File: src/rtl/param_register_file.sv
// -----------------------------------------------------------------------------
// param_register_file
//   Multi-ported general-purpose register file for the pipelined datapath.
//   NUM_RD combinational read ports with write-to-read bypass, two write ports
//   (port 1 has priority), optional hardwired-zero register 0, synchronous
//   clear, and a per-register pending-write scoreboard with a population count.
//
// Ports
//   clk        : clock, all state updates on the rising edge
//   rst        : synchronous active-high reset (clears registers and busy bits)
//   rd_addr    : NUM_RD packed read addresses, port i at [i*ADDR_WIDTH +: ADDR_WIDTH]
//   rd_data    : NUM_RD packed read data (combinational, bypassed)
//   rd_busy    : per read port, registered busy bit of the addressed register
//   wr0_*      : write port 0 (enable / address / data)
//   wr1_*      : write port 1, wins over port 0 on equal addresses
//   rsv_en     : reserve enable, marks rsv_addr as pending
//   rsv_addr   : register to reserve
//   busy_count : registered number of pending registers
// -----------------------------------------------------------------------------
module param_register_file #(
    parameter int unsigned DATA_WIDTH = 32,
    parameter int unsigned ADDR_WIDTH = 5,
    parameter int unsigned NUM_RD     = 2,
    parameter int unsigned ZERO_REG   = 1
) (
    input  logic                           clk,
    input  logic                           rst,
    input  logic [NUM_RD*ADDR_WIDTH-1:0]   rd_addr,
    output logic [NUM_RD*DATA_WIDTH-1:0]   rd_data,
    output logic [NUM_RD-1:0]              rd_busy,
    input  logic                           wr0_en,
    input  logic [ADDR_WIDTH-1:0]          wr0_addr,
    input  logic [DATA_WIDTH-1:0]          wr0_data,
    input  logic                           wr1_en,
    input  logic [ADDR_WIDTH-1:0]          wr1_addr,
    input  logic [DATA_WIDTH-1:0]          wr1_data,
    input  logic                           rsv_en,
    input  logic [ADDR_WIDTH-1:0]          rsv_addr,
    output logic [ADDR_WIDTH:0]            busy_count
);

    localparam int unsigned DEPTH  = 2 ** ADDR_WIDTH;
    localparam int unsigned CNT_W  = ADDR_WIDTH + 1;
    localparam logic        HAS_ZERO = (ZERO_REG != 0);

    // Storage and scoreboard state
    logic [DATA_WIDTH-1:0] regs [DEPTH];
    logic [DEPTH-1:0]      busy_q;
    logic [DEPTH-1:0]      busy_d;
    logic [CNT_W-1:0]      count_q;
    logic [CNT_W-1:0]      count_d;

    // Qualified requests: reset suppresses them, and register 0 drops them
    // when it is hardwired.
    logic wr0_ok;
    logic wr1_ok;
    logic rsv_ok;

    always_comb begin
        wr0_ok = wr0_en && !rst && !(HAS_ZERO && (wr0_addr == '0));
        wr1_ok = wr1_en && !rst && !(HAS_ZERO && (wr1_addr == '0));
        rsv_ok = rsv_en && !rst && !(HAS_ZERO && (rsv_addr == '0));
    end

    // Next scoreboard: writes retire producers, a same-edge reserve re-arms
    // the bit because the new producer supersedes the one being written back.
    always_comb begin
        busy_d = busy_q;
        if (wr0_ok) begin
            busy_d[wr0_addr] = 1'b0;
        end
        if (wr1_ok) begin
            busy_d[wr1_addr] = 1'b0;
        end
        if (rsv_ok) begin
            busy_d[rsv_addr] = 1'b1;
        end
    end

    // Population count of the next busy vector so the count tracks the bits
    // on the same edge. CNT_W bits hold DEPTH, so it cannot wrap.
    always_comb begin
        count_d = '0;
        for (int unsigned r = 0; r < DEPTH; r++) begin
            count_d = count_d + CNT_W'(busy_d[r]);
        end
    end

    // Scoreboard registers
    always_ff @(posedge clk) begin
        if (rst) begin
            busy_q  <= '0;
            count_q <= '0;
        end else begin
            busy_q  <= busy_d;
            count_q <= count_d;
        end
    end

    assign busy_count = count_q;

    // Register array; port 1 is written last so it wins on equal addresses.
    always_ff @(posedge clk) begin
        if (rst) begin
            for (int unsigned r = 0; r < DEPTH; r++) begin
                regs[r] <= '0;
            end
        end else begin
            if (wr0_ok) begin
                regs[wr0_addr] <= wr0_data;
            end
            if (wr1_ok) begin
                regs[wr1_addr] <= wr1_data;
            end
        end
    end

    // Read ports
    for (genvar i = 0; i < NUM_RD; i++) begin : g_rd
        logic [ADDR_WIDTH-1:0] addr;
        logic [DATA_WIDTH-1:0] word;
        logic                  is_zero;

        assign addr    = rd_addr[i*ADDR_WIDTH +: ADDR_WIDTH];
        assign is_zero = HAS_ZERO && (addr == '0);

        // Bypass priority: hardwired zero, then port 1, then port 0, then array
        always_comb begin
            word = regs[addr];
            if (is_zero) begin
                word = '0;
            end else if (wr1_ok && (wr1_addr == addr)) begin
                word = wr1_data;
            end else if (wr0_ok && (wr0_addr == addr)) begin
                word = wr0_data;
            end
        end

        assign rd_data[i*DATA_WIDTH +: DATA_WIDTH] = word;

        // Busy is deliberately not bypassed: it reflects registered state only.
        assign rd_busy[i] = is_zero ? 1'b0 : busy_q[addr];
    end

endmodule

File: config.mk
export PLATFORM = sky130hd
export DESIGN_NAME = param_register_file
export DESIGN_NICKNAME = d
export VERILOG_FILES = /design/src/rtl/param_register_file.sv
export SDC_FILE = /design/constraint.sdc
export NUM_CORES = 2
export LEC_CHECK = 0
export BUFFER_PORTS_ARGS = -buffer_cell sky130_fd_sc_hd__clkbuf_2
export CAP_MARGIN = 20
export CORE_MARGIN = 3
export CORE_UTILIZATION = 60
export DETAILED_ROUTE_END_ITERATION = 10
export PLACE_DENSITY = 0.75
export RECOVER_POWER = 25
export SETUP_SLACK_MARGIN = 0.3
export SYNTH_ARGS = -nofsm -noshare
export SYNTH_HDL_FRONTEND = slang
export SYNTH_SLANG_ARGS = --single-unit
File: constraint.sdc
create_clock -name clk -period 12.5 [get_ports clk]
set_clock_uncertainty 0.2 [all_clocks]
set_input_delay 2.5 -clock clk [delete_from_list [all_inputs] [get_ports clk]]
set_output_delay 2.5 -clock clk [all_outputs]
set_load 0.005 [all_outputs]
==> run summary <==
• Most used DFF post-synth: edfxtp_1
• arrival time of the worst setup path: 10.86 ns
• Final Instance Count excl. Fillers: 5757
• Cell Pwr Density: 130 nW/um^2
• share of total power consumed by net switching: 0.262
• TritonCTS Buffers: 111
• HPWL after detailed placement: 126000 um
• global route overflow: 0
• clock transition at the registers of the reported paths: 0.06 ns
• largest stage delay on the critical path: 2.55 ns
• worst path bufs/invs: 5
• type of the setup path with the least slack: primary input to register
• first-pass GRT wire length: 337000 um
• final hold slack: 0.282 ns
• number of distinct library cells after synthesis: 52
• cell type with the largest total area after synthesis: edfxtp_1
• final weighted congestion of routability-driven global placement: 0.907
• pins over their slew limit: 774
• Die Width: 328 um
• Syn Std Cell Area: 62200 um^2
• Reg2Reg Setup Slack: 7.03 ns
• final setup TNS: 0 ns
• Relative slew margins: -2.07
• area of the placeable core: 102000 um^2
• count of endpoints failing hold in the final timing report: 0
• DRC violation total after the first TritonRoute iteration: 8790
• critical-path cell with the highest stage delay: clkbuf_1
• Root Driver: clkbuf_16
• total area of multi-input combinational cells: 28300 um^2
• standard-cell row count: 117
• sum of met3 wire segment lengths after detailed routing: 41000 um
• part of the Yosys area used for sequential elements: 0.507
• worst-margin pin slew: 4.61 ns
• kind of launch point of the worst setup path: primary input
• Max FO, Critical Path: 34
• Worst EP required: 12.72 ns
• critical path cell sequence: clkbuf_1 -> and3b_1 -> and3_2 -> clkbuf_1 -> a21oi_1 -> a22oi_1 -> fa_1 -> fa_1 -> inv_1 -> fa_1 -> fa_1 -> fa_1 -> ha_1 -> inv_1 -> fa_1 -> inv_1 -> a21o_1 -> a21oi_1 -> xor2_1 -> nor2_1
• worst-case clock buffer depth: 3
• time the final worst path needs with I/O delays and setup: 10.64 ns
• part of the power in combinational logic: 0.133
• length of routed met2 wiring: 103000 um
• input/output buffers: 165
• worst hold path class: register to register
• filler instances: 7144
• failing checks: capacitance limit, slew limit
• max-cap check violation count: 22
• total I/O pin count: 166
• synthesized area per cell: 13.8 um^2
• Post-synth ARST share: 0
• end point of the most critical hold path: busy_q[0]
• Cells after Synth: 4503
• routed via count divided by cell count: 8.46
• Worst Setup End Kind: register
• commonest non-fill, non-tap cell in the layout: a22o_1
• ratio of cells with drive above 1 in the final layout: 0.227
• area share of the largest cell type after synthesis: 0.495
• setup violation total in the final timing report: 0
• placed cells: 5541
• launch point of the worst hold path: busy_q[0]
• timing-limited maximum frequency: 94.0 MHz
• # resized after CTS: 0
• cell repeated most along the worst path: fa_1
• Sw Pwr: 2.30 mW
• part of the cycle the worst path needs: 0.851
• initial antenna violation count: 9
• vias in the first global route: 48000
• area of the die: 108000 um^2
• LEAKAGE: 23.3 nW
• R2R cell count: 16
• Yosys warning total: 0
• H-Tree Depth: 3
• met1 wire length: 73500 um
• hold buffer count at cts: 0
• result of the run: complete, but fails checks
• Hold Crit Depth: 1
• leading cell types in the layout, fill and taps excluded: 1060 x a22o_1, 1024 x edfxtp_1, 390 x mux4_2, 280 x mux2i_1, 186 x nand2_1
• area used by sequential logic in the layout: 31500 um^2
• maximum number of pins on one net before global-route repair: 109
• vertical die dimension: 328 um
• antenna-violating nets left: 0
• insertion delay to the later sink of the worst-skew pair: 0.71 ns
• Area Growth Syn to Fin: 8.24%
• Int Power: 6.45 mW
• vias after detailed routing: 48700
• routed length per instance: 41.5 um
• cell family with most CP delay: buffers and inverters
• number of nets in the final layout: 4411
• top routing layer used: met4
• number of clock sinks seen by CTS: 1062
• ranking of synthesized cells by area: edfxtp_1 49%, a22o_1 15%, mux4_2 14%, mux2i_1 4.5%, clkbuf_1 2.8%
• part of the power in registers: 0.483
• number of flops mapped to enable cells by yosys: 1024
• post-CTS setup buffers: 0
• worst vdd ir: 0.000120 V
• total routed wirelength: 239000 um
• part of the power in the clock network: 0.384
• starting density of the core: 0.608
• Residual DRC: 0
• number of optimization iterations in the first detailed-route pass: 9
• flip-flop and latch count after synthesis: 1062
• overall global routing resource usage: 0.440
• Reg2Reg Launch Point: busy_q[23]
• r2r endpoint: busy_count[4]
• unrepaired setup endpoints after global routing: false
• TritonCTS clock tree: yes
flip-flops by register name, indices dropped and copies added (netlist names):
| signal | cells |
|---|---|
| regs | 1024 |
| busy_count | 6 |
| busy_q | 32 |
cell families (layout without fill, tap and decap cells):
family	count (synthesis)	count (layout)	share of synthesized area
AO/OA/AOI/OAI	1498	1498	0.201
XOR/XNOR	22	22	0.00310
adder cells (fa/ha/maj)	31	31	0.00914
buffers and inverters	730	575	0.0479
flip-flops	1062	1062	0.507
multiplexers	736	736	0.198
other	1	42	0.0000603
AND/OR/NAND/NOR	423	423	0.0339
power groups by stage:
stage | sequential (mW) | combinational [mW] | clock [mW]
6_report | 4.22 | 1.17 | 3.36
5_1_grt | 4.24 | 1.19 | 3.48
4_1_cts | 4.21 | 1.12 | 3.34
3_5_place_dp | 4.28 | 1.12 | 0
3_3_place_gp | 4.26 | 1.11 | 0
2_1_floorplan | 4.25 | 0.750 | 0
final cells by class:
| cell class | instances | share of cell area |
|---|---|---|
| clock buffers | 132 | 0.0429 |
| multi-input cells | 2742 | 0.420 |
| flip-flops and latches | 1062 | 0.468 |
| diodes | 10 | 0.000372 |
| inverters | 58 | 0.00324 |
| well taps | 1368 | 0.0254 |
| clock inverters | 74 | 0.0106 |
| repair buffers | 311 | 0.0288 |
worst max path at each step:
stage,startpoint,end,cells past startpoint
CTS,rst,busy_count[4],22
global route,rst,busy_count[4],20
detailed placement,rst,busy_count[4],22
global placement,rst,busy_count[4],22
floorplan,wr1_addr[4],busy_count[4],21
finish,rst,busy_count[4],20
per-layer routing:
| metal | track usage | up-vias |
|---|---|---|
| met3 | 0.173 | 1421 |
| met1 | 0.534 | 23700 |
| met4 | 0.325 | 0 |
| met5 | 0 | - |
| li1 | - | 18200 |
| met2 | 0.637 | 5382 |
Yosys cell counts (3+ instances only):
master and number:
nor2_1 78, a32o_1 13, a32oi_1 3, and2_0 3, edfxtp_1 1024, buf_4 11
and3_1 6, mux2_2 66, xnor2_1 14, buf_6 4, and2_1 3, or3b_1 8
o22ai_1 62, nor2b_1 32, mux2i_1 280, xor2_1 8, dfxtp_1 38, nand3b_1 23
fa_1 24, nor3_1 6, nor4_1 3, nor3b_1 12, nor4_2 3, a21oi_1 86
and3b_1 6, a22oi_1 81, a22o_1 1060, nand2b_1 21, buf_2 132, nand3_1 12
ha_1 7, clkbuf_1 472, inv_1 58, mux4_2 390, nand2_1 186, o221ai_1 126
buf_1 52, a211oi_1 64, nor2_2 8
stage by stage:
step / util / setup WS, ns / instance area (um^2) / total power [mW]
after floorplan: - / 4.28 / 62300 / 5.00
after global placement: 0.623 / 2.89 / 63800 / 5.37
after CTS: 0.659 / 3.63 / 67400 / 8.67
final: 0.658 / 1.86 / 67300 / 8.75
after global routing: 0.657 / 1.77 / 67300 / 8.92
after detailed placement: 0.623 / 2.92 / 63800 / 5.40
worst reg2reg max path: cells and delay by family (launching register included):
kind	cells	cell delay [ns]
simple gates	1	0.05
flops	1	0.33
fa+ha+maj	8	3.76
compound gates	3	0.47
buf+inv	3	0.23
xor+xnor	1	0.14
Power figures use the tool's default switching activity.
